$ cat src/rtl/decoder_onehot_scan.sv
// Registered binary-to-one-hot decoder with enable, selectable polarity and an
// autonomous walking-one scan mode with programmable dwell.
//
// state  | meaning
// IDLE   | disabled, dout inactive, cur_idx holds
// DECODE | dout = onehot(sel) captured on sel_valid
// SCAN   | walking one, each output held dwell+1 cycles
module decoder_onehot_scan #(
    parameter int SEL_W      = 3,
    parameter int DWELL_W    = 4,
    parameter int ACTIVE_LOW = 0
) (
    input  logic                    clk,
    input  logic                    rst_n,
    input  logic                    en,
    input  logic                    mode,
    input  logic [SEL_W-1:0]        sel,
    input  logic                    sel_valid,
    input  logic [DWELL_W-1:0]      dwell,
    output logic [(1<<SEL_W)-1:0]   dout,
    output logic [SEL_W-1:0]        cur_idx,
    output logic                    wrap
);
    localparam int   NOUT = 1 << SEL_W;
    localparam logic POL  = (ACTIVE_LOW != 0);
    localparam logic [NOUT-1:0] ONE = {{(NOUT-1){1'b0}}, 1'b1};

    typedef enum logic [1:0] {ST_IDLE, ST_DECODE, ST_SCAN} state_t;

    state_t               state, state_nxt;
    logic [NOUT-1:0]      onehot_q, onehot_nxt;
    logic [SEL_W-1:0]     idx_nxt;
    logic [DWELL_W-1:0]   cnt_q, cnt_nxt;
    logic                 wrap_nxt;

    always_ff @(posedge clk or negedge rst_n) begin
        if (!rst_n) begin
            state    <= ST_IDLE;
            onehot_q <= '0;
            cur_idx  <= '0;
            cnt_q    <= '0;
            wrap     <= 1'b0;
        end else begin
            state    <= state_nxt;
            onehot_q <= onehot_nxt;
            cur_idx  <= idx_nxt;
            cnt_q    <= cnt_nxt;
            wrap     <= wrap_nxt;
        end
    end

    // Outputs are computed from the next state so entry rules land on the same edge.
    always_comb begin
        state_nxt  = !en ? ST_IDLE : (mode ? ST_SCAN : ST_DECODE);
        onehot_nxt = onehot_q;
        idx_nxt    = cur_idx;
        cnt_nxt    = cnt_q;
        wrap_nxt   = 1'b0;
        case (state_nxt)
            ST_IDLE: begin
                onehot_nxt = '0;
                cnt_nxt    = '0;
            end
            ST_DECODE: begin
                cnt_nxt = '0;
                if (sel_valid) begin
                    onehot_nxt = ONE << sel;
                    idx_nxt    = sel;
                end else if (state != ST_DECODE) begin
                    onehot_nxt = '0;
                end
            end
            ST_SCAN: begin
                if (state != ST_SCAN) begin
                    onehot_nxt = ONE;
                    idx_nxt    = '0;
                    cnt_nxt    = '0;
                end else if (cnt_q >= dwell) begin
                    // >= so a lowered dwell advances immediately instead of wrapping the counter
                    cnt_nxt    = '0;
                    idx_nxt    = cur_idx + SEL_W'(1);
                    onehot_nxt = ONE << idx_nxt;
                    wrap_nxt   = (cur_idx == SEL_W'(NOUT - 1));
                end else begin
                    cnt_nxt = cnt_q + DWELL_W'(1);
                end
            end
            default: ;
        endcase
    end

    assign dout = onehot_q ^ {NOUT{POL}};

endmodule
$ cat config.mk
export PLATFORM = sky130hd
export DESIGN_NAME = decoder_onehot_scan
export DESIGN_NICKNAME = d
export VERILOG_FILES = /design/src/rtl/decoder_onehot_scan.sv
export SDC_FILE = /design/constraint.sdc
export NUM_CORES = 1
export LEC_CHECK = 0
export ABC_AREA = 0
export CORE_MARGIN = 2
export CORE_UTILIZATION = 44
export DETAILED_ROUTE_END_ITERATION = 16
export HOLD_SLACK_MARGIN = 0.08
export PLACE_DENSITY = 0.74
export SLEW_MARGIN = 20
export SYNTH_ARGS = -nofsm -noshare
export SYNTH_HDL_FRONTEND = slang
export SYNTH_SLANG_ARGS = --single-unit
$ cat constraint.sdc
create_clock -name clk -period 1.69 [get_ports clk]
set_clock_uncertainty 0.15 [all_clocks]
set_input_delay 0.338 -clock clk [delete_from_list [all_inputs] [get_ports clk]]
set_output_delay 0.338 -clock clk [all_outputs]
set_load 0.01 [all_outputs]
# Yosys cells after proc, flatten, opt, wreduce, memory -nomap -nowiden
# Cells that the tools add are included.
[word_totals]
word_cells = 42
in_bits = 12
output_inout_bits = 12
reg_bits = 18
[classes]
order_cmp = 1
n_addsub = 2
n_reduce_logical = 7
shift = 2
n_eq_ne = 8
muxes = 17
[op_table]
columns = ["op", "n"]
rows = [
  ["$mux 8", 4],
  ["$pmux 8 s3", 1],
  ["$shl 1x3->8 const A", 2],
  ["$mux 3", 3],
  ["$mux 4", 2],
  ["$pmux 4 s2", 1],
  ["$ne 3x3->1 const B", 2],
  ["$pmux 3 s2", 1],
  ["$reduce_and 3->1", 2],
  ["$add 4x1->4 const B", 1],
  ["$ge 4x4->1", 1],
  ["$mux 2", 2],
  ["$ne 2x2->1 const B", 2],
  ["$reduce_bool 2->1", 2],
  ["$add 3x1->3 const B", 1],
  ["$eq 3x3->1 const B", 1],
  ["$mux 1", 3],
  ["$reduce_bool 3->1", 1],
  ["$eq 2x1->1 const B", 1],
  ["$eq 2x2->1 const B", 1],
  ["$logic_not 2->1", 1],
  ["$ne 2x1->1 const B", 1],
  ["$reduce_or 2->1", 1],
]

# Longest topological paths before layout
# Gate-level depths: netlist of the first run.
[depth]
word_depth = 5
mapped_depth = 7
depth_no_buf = 6

# Worst setup path before layout of the first run
# No wires, ideal clock.
[synth_path]
path_kind = "reg2reg"
start = "register cur_idx[0]"
end = "register onehot_q[5] (netlist: dout[5])"
path_buffers = 0
synth_period_minus_slack_ps = 1836
path_stages_with_launch = 6
setup_time_ps = 128
t_arrival_ps = 1559
slack_ps = -146
path_cell_list = "dfrtp_1 -> ha_1 -> ha_1 -> nor2_1 -> a22o_1 -> mux2_1"
[synth_via]
elab_chain_cells = 5
[synth_rtl]
columns = ["element", "line", "source"]
rows = [
  ["from (decl)", "21", "output logic [SEL_W-1:0] cur_idx,"],
  ["from (signal assigned)", "46", "cur_idx <= idx_nxt;"],
  ["$add 3x1->3", "81", "idx_nxt = cur_idx + SEL_W'(1);"],
  ["$shl 1x3->8", "82", "onehot_nxt = ONE << idx_nxt;"],
  ["$mux 8", "78", "end else if (cnt_q >= dwell) begin"],
  ["$mux 8", "74", "if (state != ST_SCAN) begin"],
  ["$pmux 8 s3", "59", "case (state_nxt)"],
  ["to (signal assigned)", "45", "onehot_q <= onehot_nxt;"],
  ["to (decl)", "31", "logic [NOUT-1:0] onehot_q, onehot_nxt;"],
]
# No other way between the ends. The select of a mux whose other input is x is not followed.
# A chain may end at the register's enable or synchronous reset.

# Final worst setup path of the first run
[layout_path]
start = "register cnt_q[2]"
end = "register cur_idx[2]"
[layout_via]
elab_chain_cells = 3
[layout_rtl]
columns = ["element", "line", "source"]
rows = [
  ["from (decl)", "33", "logic [DWELL_W-1:0] cnt_q, cnt_nxt;"],
  ["from (signal assigned)", "47", "cnt_q <= cnt_nxt;"],
  ["$ge 4x4->1", "78", ""],
  ["$ne 3x3->1 (no line)", "--", ""],
  ["$reduce_and 3->1 (no line)", "--", ""],
]
# No other way between the ends.

==> results of run 1 <==
[state kept, by name, indices dropped and copies added (netlist names)]
name / flops
cur_idx: 3
wrap: 1
cnt_q: 4
dout: 8
state: 2
[cells in the mapped netlist]
cell	count	area share, %
a22o_1	3	2.5
xor2_1	1	0.83
a21oi_1	4	1.9
nand3_1	3	1.4
ha_1	12	14
a21o_1	1	0.71
mux2_2	2	2.1
nand4bb_1	1	1.1
nand4b_1	1	0.83
nor3b_1	2	1.4
a41oi_1	1	0.83
buf_2	2	0.95
o211ai_1	1	0.71
nor2_1	6	2.1
mux2i_1	1	0.95
inv_1	9	3.2
mux2_1	5	5.3
a32o_1	1	0.95
and4b_1	1	0.95
a32oi_1	2	1.7
o211a_2	1	0.95
nor2b_1	3	1.8
dfrtp_1	18	43
buf_4	1	0.71
xnor2_1	1	0.83
and4bb_2	1	1.2
nand2_2	1	0.59
nand2_1	3	1.1
and3_1	2	1.2
o21ai_0	3	1.4
o211ai_2	1	1.2
a31oi_1	2	1.2
a22oi_1	1	0.71
[what timing repair did]
| action | CTS | global route |
|---|---|---|
| pin swaps | 7 | 6 |
| gates resized for setup | 21 | 8 |
| buffers inserted | 2 | 0 |
| endpoints found under the setup margin | 19 | 19 |
[cell type report]
| class | count | area share [%] |
|---|---|---|
| sequential | 18 | 28.0 |
| clock buffer | 4 | 2.25 |
| inverter | 9 | 2.10 |
| timing repair buffer | 46 | 25.3 |
| multi-input combinational | 67 | 40.1 |
| tap | 28 | 2.17 |
[kinds of logic (layout without fill, tap and decap cells)]
group                      Yosys count  in the layout  share of synthesized area [%]
adders and majority gates           12             12                           14.2
DFF                                 18             18                           42.6
and+or+nand+nor                     24             24                           13.6
buffers and inverters               12             59                           4.85
xor gates and xnor gates             2              2                           1.66
AOI/OAI and AO/OA                   21             21                           14.7
muxes                                8              8                           8.40
[worst min-delay path by stage]
| stage | cells after the start | end | from | slack, ps |
|---|---|---|---|---|
| floorplan | 0 | cnt_q[0] | rst_n | -110 |
| global placement | 1 | dout[5] | dout[5] | 330 |
| detailed placement | 1 | dout[0] | dout[0] | 330 |
| CTS | 2 | wrap | rst_n | 220 |
| global route | 2 | wrap | rst_n | 240 |
| finish | 2 | cur_idx[2] | rst_n | 220 |
[through the flow]
step / instances / hold WS, ps / area (um2) / utilization (%)
after floorplan: 97 / -108 / 1090 / -
after global placement: 167 / 327 / 1500 / 67.3
after detailed placement: 167 / 335 / 1500 / 67.3
after CTS: 172 / 216 / 1580 / 70.8
after global routing: 172 / 243 / 1610 / 72.2
final: 172 / 221 / 1610 / 72.2
[metal layers]
layer  routed length [um]  part of all wire [%]
met2                 1220                    49
met1                 1090                    44
met4                   44                   1.8
met3                  118                   4.8
met5                    0                     0
[worst max-delay path, delay by kind of cell, from the launching register on]
family / cells / cell delay [ps]
compound gates: 3 / 610
flops: 1 / 420
fa+ha+maj: 1 / 290
mux: 1 / 300
[where the power goes]
group | internal [uW] | switching (uW) | leakage (uW)
clock | 131 | 140 | 0.0000210
combinational | 151 | 124 | 0.000613
sequential | 453 | 14.7 | 0.000240
total | 736 | 279 | 0.000874
==> run metrics, run 1 <==
first-pass GRT wire length 4180 um; row count 17; crit end category register; layout cell share with drive strength beyond 1 32.6%; Syn Area/Cell 10.9 um2; fin nets 169; Tcrit/Tclk final 111%; status finished with violations; ANT nets after route 0; clock tree buffer depth 2; first-pass iteration count of the detailed router 4; CP max FO 3; H-tree depth 1; Initial Utilization between 40% and 50%; Critical-path top delay cell dfrtp_1; drt drc 0; # IOs 24; MaxCap Viol Count 0; die width 53.0 um; min Tclk post-route 1870 ps; FF-to-FF path depth 5; Final Total Pwr 1010 uW; Register Area 452 um2; PD cells 630 nW/um2; most frequent cells in the layout buf_4 (22), dfrtp_1 (17), dlygate4sd2_1 (9); CP required 1730 ps; r2r endpoint cur_idx[2]; post-synth cell types 33; Root Buffer clkbuf_4; worst hold path class input pin to asynchronous set/reset pin; sequential element share of the synthesized area 42.6%; RD Place Congestion between 0.8 and 0.9; Hold Vio Cnt, Final 0; measured slew at the worst slew-check pin 351 ps; number of antenna violations at the first check in global routing 0; final count of pins violating max slew 0; # clock sinks 18; Area Overhead vs Synth 52.4%; Peak supply drop 0.542 mV; Die Y 53.0 um; vias in the first global route 935; Leakage 0.000874 uW; global route total overflow 0; Setup CP Type register to register; slowest cell delay on critical path roughly 420 ps; Avg Vias per Cell ~5.3; commonest non-fill, non-tap cell in the layout buf_4; grt met1 use 25.3%; RR Startpoint cnt_q[2]; CTS tree built; Synth Warn # 0; gr usage total 20.6%; number of port buffers 23; multi-input gate area in the final layout between 600 and 700 um2; Clock Latency Late Sink 300 ps; FF-to-FF setup slack -180 ps; Final WS setup -184 ps; Max transition margin 76.5%; detailed placer's ending HPWL around 1900 um; Worst setup SP type register; DR WL/cell 14.4 um; Detailed Route Iter0 Violations 6; Synth Cell Area 1060 um2; #FFs+latches synth 18; highest clock rate 0.534 GHz; CP Cell Sequence ha_1 > o211ai_1 > o211ai_2 > o211a_4 > mux2_4; syn_nets 121; crit path DAT 1920 ps; failing checks negative setup slack; CTS buffer count 3; routing usage on met3 under 10%; # fillers 170; unrepaired setup endpoints after global routing true; Worst-path clk slew 110 ps; Top Usage Layer GRT met2; core area 2230 um2; worst slack at placement -631 ps; DIE AREA 2810 um2; CP startpoint cnt_q[2]; Syn Inst Count 97; pin count of the biggest net entering global routing 19; met2 Usage GRT 35.4%; antenna diode count 0; Post-CTS Hold Fix Bufs 0; final wirelength approximately 2500 um; Setup violations, final 11; setup TNS -1170 ps; Worst setup endpoint cur_idx[2]; DR vias 912
Power figures use the tool's default switching activity.
==> run 2: changes to the inputs <==
--- a/config.mk
+++ b/config.mk
@@ -5,12 +5,12 @@
 export SDC_FILE = /design/constraint.sdc
 export NUM_CORES = 1
 export LEC_CHECK = 0
-export ABC_AREA = 0
+export ABC_AREA = 1
 export CORE_MARGIN = 2
 export CORE_UTILIZATION = 44
 export DETAILED_ROUTE_END_ITERATION = 16
 export HOLD_SLACK_MARGIN = 0.08
-export PLACE_DENSITY = 0.74
+export PLACE_DENSITY = 0.73
 export SLEW_MARGIN = 20
 export SYNTH_ARGS = -nofsm -noshare
 export SYNTH_HDL_FRONTEND = slang
==> run 2 against run 1 <==
The run now ends clean. Synthesized area is 10% higher. Critical path depth is 3 higher. Total power is 3.2% lower. Sequential share of layout area is 1.9 points lower. Routed wire length is 17% higher. Die area is 9.3% higher. Maximum frequency is 16% higher. Sequential power is 2% lower. Worst hold slack worse by 9.1 ps. Cell count is 34% higher. Critical path type is now input pin to register. Largest cell class unchanged.
==> run metrics, run 2 <==
Syn Inst Count 154 (+59%); global route total overflow 0 (unchanged); multi-input gate area in the final layout 719 um2 (+11%); vias in the first global route 1161 (+24%); Post-synth EDFFs 0 (unchanged); ys async rst share 100% (unchanged); worst slack at placement -568 ps (+63.3 ps); ANT nets after route 0 (unchanged); CTS tree built; syn_nets 178 (+47%); gr usage total 20.0% (-0.56 points); commonest non-fill, non-tap cell in the layout nand2_1; Clock Latency Late Sink 300 ps (about the same); layout cell share with drive strength beyond 1 21.9% (-11 points); leading area contributor after synthesis dfrtp_1; measured slew at the worst slew-check pin 282 ps (-68.7 ps); Critical-path top delay cell clkdlybuf4s50_1; Leakage 0.00105 uW (+20%); Final Total Pwr 982 uW (-3.2%); clock tree buffer depth 2 (unchanged); DR WL/cell 12.5 um (-13%); sequential element share of the synthesized area 38.7% (-3.9 points); CP startpoint dwell[0]; CP max FO 7 (+4); Area Overhead vs Synth 48.0%; PD cells 570 nW/um2 (-9.4%); Hold Vio Cnt, Final 0 (unchanged); Post-CTS Hold Fix Bufs 0 (unchanged); Detailed Route Iter0 Violations 35 (+29); Largest register FFs 8 (unchanged); CP Cell Sequence clkdlybuf4s50_1 > ha_1 > nand2_1 > inv_1 > nand2_4 > nand4_4 > buf_6 > nor2_1; most common cell in the synthesized netlist nand2_1; Final WS setup 67.4 ps (+252 ps); min Tclk post-route 1620 ps (-252 ps); highest clock rate 0.616 GHz (+16%); CP required 1780 ps (+50 ps); DR vias 1165 (+28%); Syn Area/Cell 7.56 um2 (-31%); CTS buffer count 3 (unchanged); Register Area 450 um2 (-0.28%); Synth Warn # 0 (unchanged); slowest cell delay on critical path 420 ps (about the same); most frequent cells in the layout nand2_1 (47), inv_1 (20), nand3_1 (19), dfrtp_1 (18), buf_4 (18); Die Y 55.4 um (+4.5%); worst hold path class input pin to asynchronous set/reset pin; # clock sinks 18 (unchanged); MaxCap Viol Count 0 (unchanged); number of port buffers 23 (unchanged); unrepaired setup endpoints after global routing false; largest cells by area after synthesis dfrtp_1 (39%), nand2_1 (16%), ha_1 (13%), nand3_1 (8.2%), inv_1 (7.7%); top_reg_cell synth dfrtp_1; drt drc 0 (unchanged); post-synth cell types 16 (-52%); Root Buffer clkbuf_4; antenna diode count 0 (unchanged); die width 55.4 um (+4.5%); crit end category register; Synth top cells by count nand2_1 (50), inv_1 (24), nand3_1 (19); RD Place Congestion 0.914 (+3.1%); crit path DAT 1710 ps (-210 ps); FF-to-FF path depth 7 (+2); # IOs 24 (unchanged); detailed placer's ending HPWL 2070 um (+8.7%); Max transition margin 81.1% (+4.5 points); DIE AREA 3070 um2 (+9.3%); final count of pins violating max slew 0 (unchanged); Worst setup SP type input pin; first-pass GRT wire length 4930 um (+18%); placed insts 222 (+33%); row count 18 (+1); fin nets 226 (+34%); pin count of the biggest net entering global routing 19 (unchanged); H-tree depth 1 (unchanged); # fillers 222 (+31%); Worst-path clk slew 100 ps (about the same); RR Startpoint cur_idx[0]; Setup CP Type input pin to register; Synth Cell Area 1160 um2 (+10%); final wirelength 2900 um (+17%); final non-filler cell total 231 (+34%); #FFs+latches synth 18 (unchanged); status complete, no violations; first-pass iteration count of the detailed router 4 (unchanged); Setup violations, final 0 (-11); number of antenna violations at the first check in global routing 0 (unchanged); core area 2500 um2 (+12%); Initial Utilization 46.5% (-0.79 points); Synth top area share 38.7% (-3.9 points); Avg Vias per Cell 5.04 (-4.9%); Tcrit/Tclk final 96.0% (-15 points); Peak supply drop 0.553 mV (+2.0%)
[run 2: cell count changes after synthesis, moves of 5 or more]
cell,change
nand2_1,+47
mux2_1,-5
inv_1,+15
nand3_1,+16
nor2_1,+7
[run 2: where the power goes]
group	internal, uW	switching [uW]	leakage (uW)
logic	120	136	0.000783
clock network	131	138	0.0000210
registers	448	9.44	0.000243
[run 2: metal layers]
layer	routed length, um	track usage, %	vias to the layer above
met5	0	0	-
met3	122	2.58	12
li1	-	-	579
met2	1470	36.2	38
met4	87	8.01	0
met1	1220	23.7	536
[run 2: timing repair]
| item | in CTS | in global routing |
|---|---|---|
| pin swaps | 11 | 5 |
| buffers inserted | 1 | 3 |
| setup endpoints to repair | 21 | 20 |
| resized for setup | 24 | 15 |
| cloned | 1 | 0 |
[run 2: cell type report]
class	count	share of cell area, %
Multi-Input combinational cell	112	41.8
Sequential cell	18	26.2
Timing Repair Buffer	43	22.5
Inverter	24	5.23
Tap cell	30	2.18
Clock buffer	4	2.11
[run 2: critical path, delay by kind of cell]
family	cells	cell delay, ps
AND/OR/NAND/NOR	4	410
buffers and inverters	3	670
adder cells (fa/ha/maj)	1	290
[run 2: kinds of logic after synthesis]
| group | after synthesis | share of synthesized area (%) |
|---|---|---|
| flip-flops | 18 | 38.7 |
| buffers and inverters | 25 | 8.71 |
| AO/OA/AOI/OAI | 7 | 3.01 |
| adder cells (fa/ha/maj) | 12 | 12.9 |
| XOR/XNOR | 2 | 1.51 |
| AND/OR/NAND/NOR | 90 | 35.2 |
[run 2: through the flow]
stage                     hold slack, ps  setup TNS, ps  utilization, %  cell area [um2]
after global routing                 230              0            68.9             1720
final                                212              0            68.9             1720
after floorplan                     -108              0               -             1160
after detailed placement             312          -8460            61.6             1540
after CTS                            213              0            65.7             1640
after global placement               311          -7370            61.6             1540
[run 2: worst paths after layout]
path	end	slack, ps
worst max-delay path	cnt_q[0]	70
worst min-delay path	cnt_q[0]	210
worst max register to register	dout[0]	80
worst min register to register	dout[6]	330
max in group asynchronous	dout[7]	980
min in group clk	dout[6]	330
==> run 3: changes to the inputs <==
--- a/config.mk
+++ b/config.mk
@@ -6,6 +6,7 @@
 export NUM_CORES = 1
 export LEC_CHECK = 0
 export ABC_AREA = 1
+export ABC_CLOCK_PERIOD_IN_PS = 1690
 export CORE_MARGIN = 2
 export CORE_UTILIZATION = 44
 export DETAILED_ROUTE_END_ITERATION = 16
==> results of run 3 <==
Same layout as run 2: the final DEF is identical, and so are final timing and power.
==> edit, RTL diff (config.mk and constraints of run 1) <==
The 3 states of `state_t` get a one-hot encoding in 3 bits.
--- a/src/rtl/decoder_onehot_scan.sv
+++ b/src/rtl/decoder_onehot_scan.sv
@@ -25,7 +25,7 @@
     localparam logic POL  = (ACTIVE_LOW != 0);
     localparam logic [NOUT-1:0] ONE = {{(NOUT-1){1'b0}}, 1'b1};
 
-    typedef enum logic [1:0] {ST_IDLE, ST_DECODE, ST_SCAN} state_t;
+    typedef enum logic [2:0] {ST_IDLE = 3'b001, ST_DECODE = 3'b010, ST_SCAN = 3'b100} state_t;
 
     state_t               state, state_nxt;
     logic [NOUT-1:0]      onehot_q, onehot_nxt;
Formal check against the unedited RTL: no difference found for any inputs over 10 cycles, from zero or initial values and one cycle with rst_n low; not proved beyond that.
==> edit against run 1 <==
The flow still finishes with violations (negative setup slack); total power is 2.6% lower; sequential cell count rose by 1; global-route usage is 0.81 points higher; final area grew 7.7%; via count grew 6.1%; setup slack worse by 55 ps; sequential share of layout area shrank 0.56 points; wire length is 13% higher; synthesized area rose by 5.7%; critical endpoint is now dout[5]; largest cell class unchanged; highest routed layer unchanged.
==> edit: results (changes against run 1) <==
[status]
status = finished, violations left
violations = negative setup slack

[place]
gp_congestion = 0.832  ; -6.1%
dpl_cell_area_um2 = 1570  ; +4.7%
hpwlAfterDp_um = 2020  ; +6.0%
dp_slack_ps = -744  ; -113 ps

[global_route]
antenna_found_initial = 0  ; unchanged
grt_max_degree = 20  ; +1
track_usage_pct = 21.4  ; +0.81 points
grt_pass1_wl_um = 4490  ; +7.4%
grt_pass1_vias = 1052  ; +13%

[logic_synthesis]
syn_nets = 120  ; -0.83%
yosysSeqAreaShare_pct = 42.7  ; +0.062 points
synthAdderAreaFrac_pct = 12.3  ; -1.9 points
synth_mux_area_share_pct = 11.0  ; +2.6 points
synth_area_per_cell_um2 = 11.5  ; +5.7%
post_synth_xor_area_fraction_pct = 1.57  ; -0.089 points
yosys-top-cells-area = dfrtp_1 40%, ha_1 12%, mux2_2 10%
synth_commonest_cells = 18 x dfrtp_1, 11 x ha_1, 10 x mux2_2
synth-compound-area-share_pct = 14.1  ; -0.56 points
synth_cell_types = 31  ; -6.1%

[power]
leakagePower_uw = 0.000969  ; +11%
irDropWorstVdd_mv = 0.450  ; -17%

[setup_path]
reg2reg_from = cnt_q[3]
cp.arrival_ps = 1960  ; +40 ps
reg2reg_depth = 6  ; +1
crit_fanout = 8  ; +5
timing.rr.end = dout[5]

[sta]
fin_ws_ps = -239  ; -54.9 ps
whs_ps = 200  ; -21.3 ps
relSlewSlack_pct = 74.4  ; -2.1 points
tns_ps = -2490  ; -1320 ps
report.final.setup_viol = 12  ; +1

[drt]
vias = 968  ; +6.1%
wirelength_um = 2800  ; +13%
routedWlPerCell_um = 15.6  ; +8.3%
drt_iter0_drc = 16  ; +10

[layout]
drive_gt1_share_pct = 44.7  ; +12 points
fin_nets = 174  ; +3.0%

-- edit: changes by cell type after synthesis, moves of 3 or more --
| cell | run 1 | this run |
|---|---|---|
| mux2_1 | 5 | 0 |
| a22o_1 | 3 | 0 |
| mux2_2 | 2 | 10 |
| nor2b_1 | 3 | 0 |
| a22o_2 | 0 | 4 |
| a32o_1 | 1 | 4 |
| and2b_2 | 0 | 3 |
-- edit: power by group --
part	leakage [µW]	total, µW	switching, µW	internal (µW)
Sequential	0.000253	488	12.9	475
Clock	0.0000177	231	143	88.0
Combinational	0.000699	269	132	137
Total	0.000969	989	288	700
-- edit: logic make-up (layout without fill, tap and decap cells) --
kind of cell,Yosys count,count (layout)
muxes,11,11
xor gates and xnor gates,2,2
and+or+nand+nor,26,26
buffers and inverters,10,63
AOI/OAI and AO/OA,18,18
adders and majority gates,11,11
DFF,19,19
-- edit: cell type report --
cell class                 instances  area (µm²)
multi-input combinational         68         719
fill                             187         697
sequential                        19         477
timing repair buffer              50         440
tap                               30        37.5
inverter                           9        33.8
clock buffer                       3        22.5
clock inverter                     1        5.00
-- edit: repair_timing --
item,4_1_cts,5_1_grt
cloned,0,0
pin swaps,10,5
buffers inserted,3,2
gates resized for setup,36,6
setup endpoints to repair,24,17
-- edit: worst max-delay path by stage --
stage,end,slack [ps],cells past startpoint
floorplan,dout[0],-180,5
global placement,dout[3],-710,7
detailed placement,dout[5],-740,7
CTS,dout[5],-260,6
global route,cur_idx[0],-300,6
finish,dout[5],-240,6
-- edit: routing by layer --
metal  routed length, µm  GRT usage [%]  vias up  share of wire, %
li1                    -              -      455                 -
met1                1120           23.7      478                40
met2                1550           39.8       31                55
met3                 101           3.55        4               3.6
met4                  30           9.17        0               1.1
met5                   0              0        -                 0
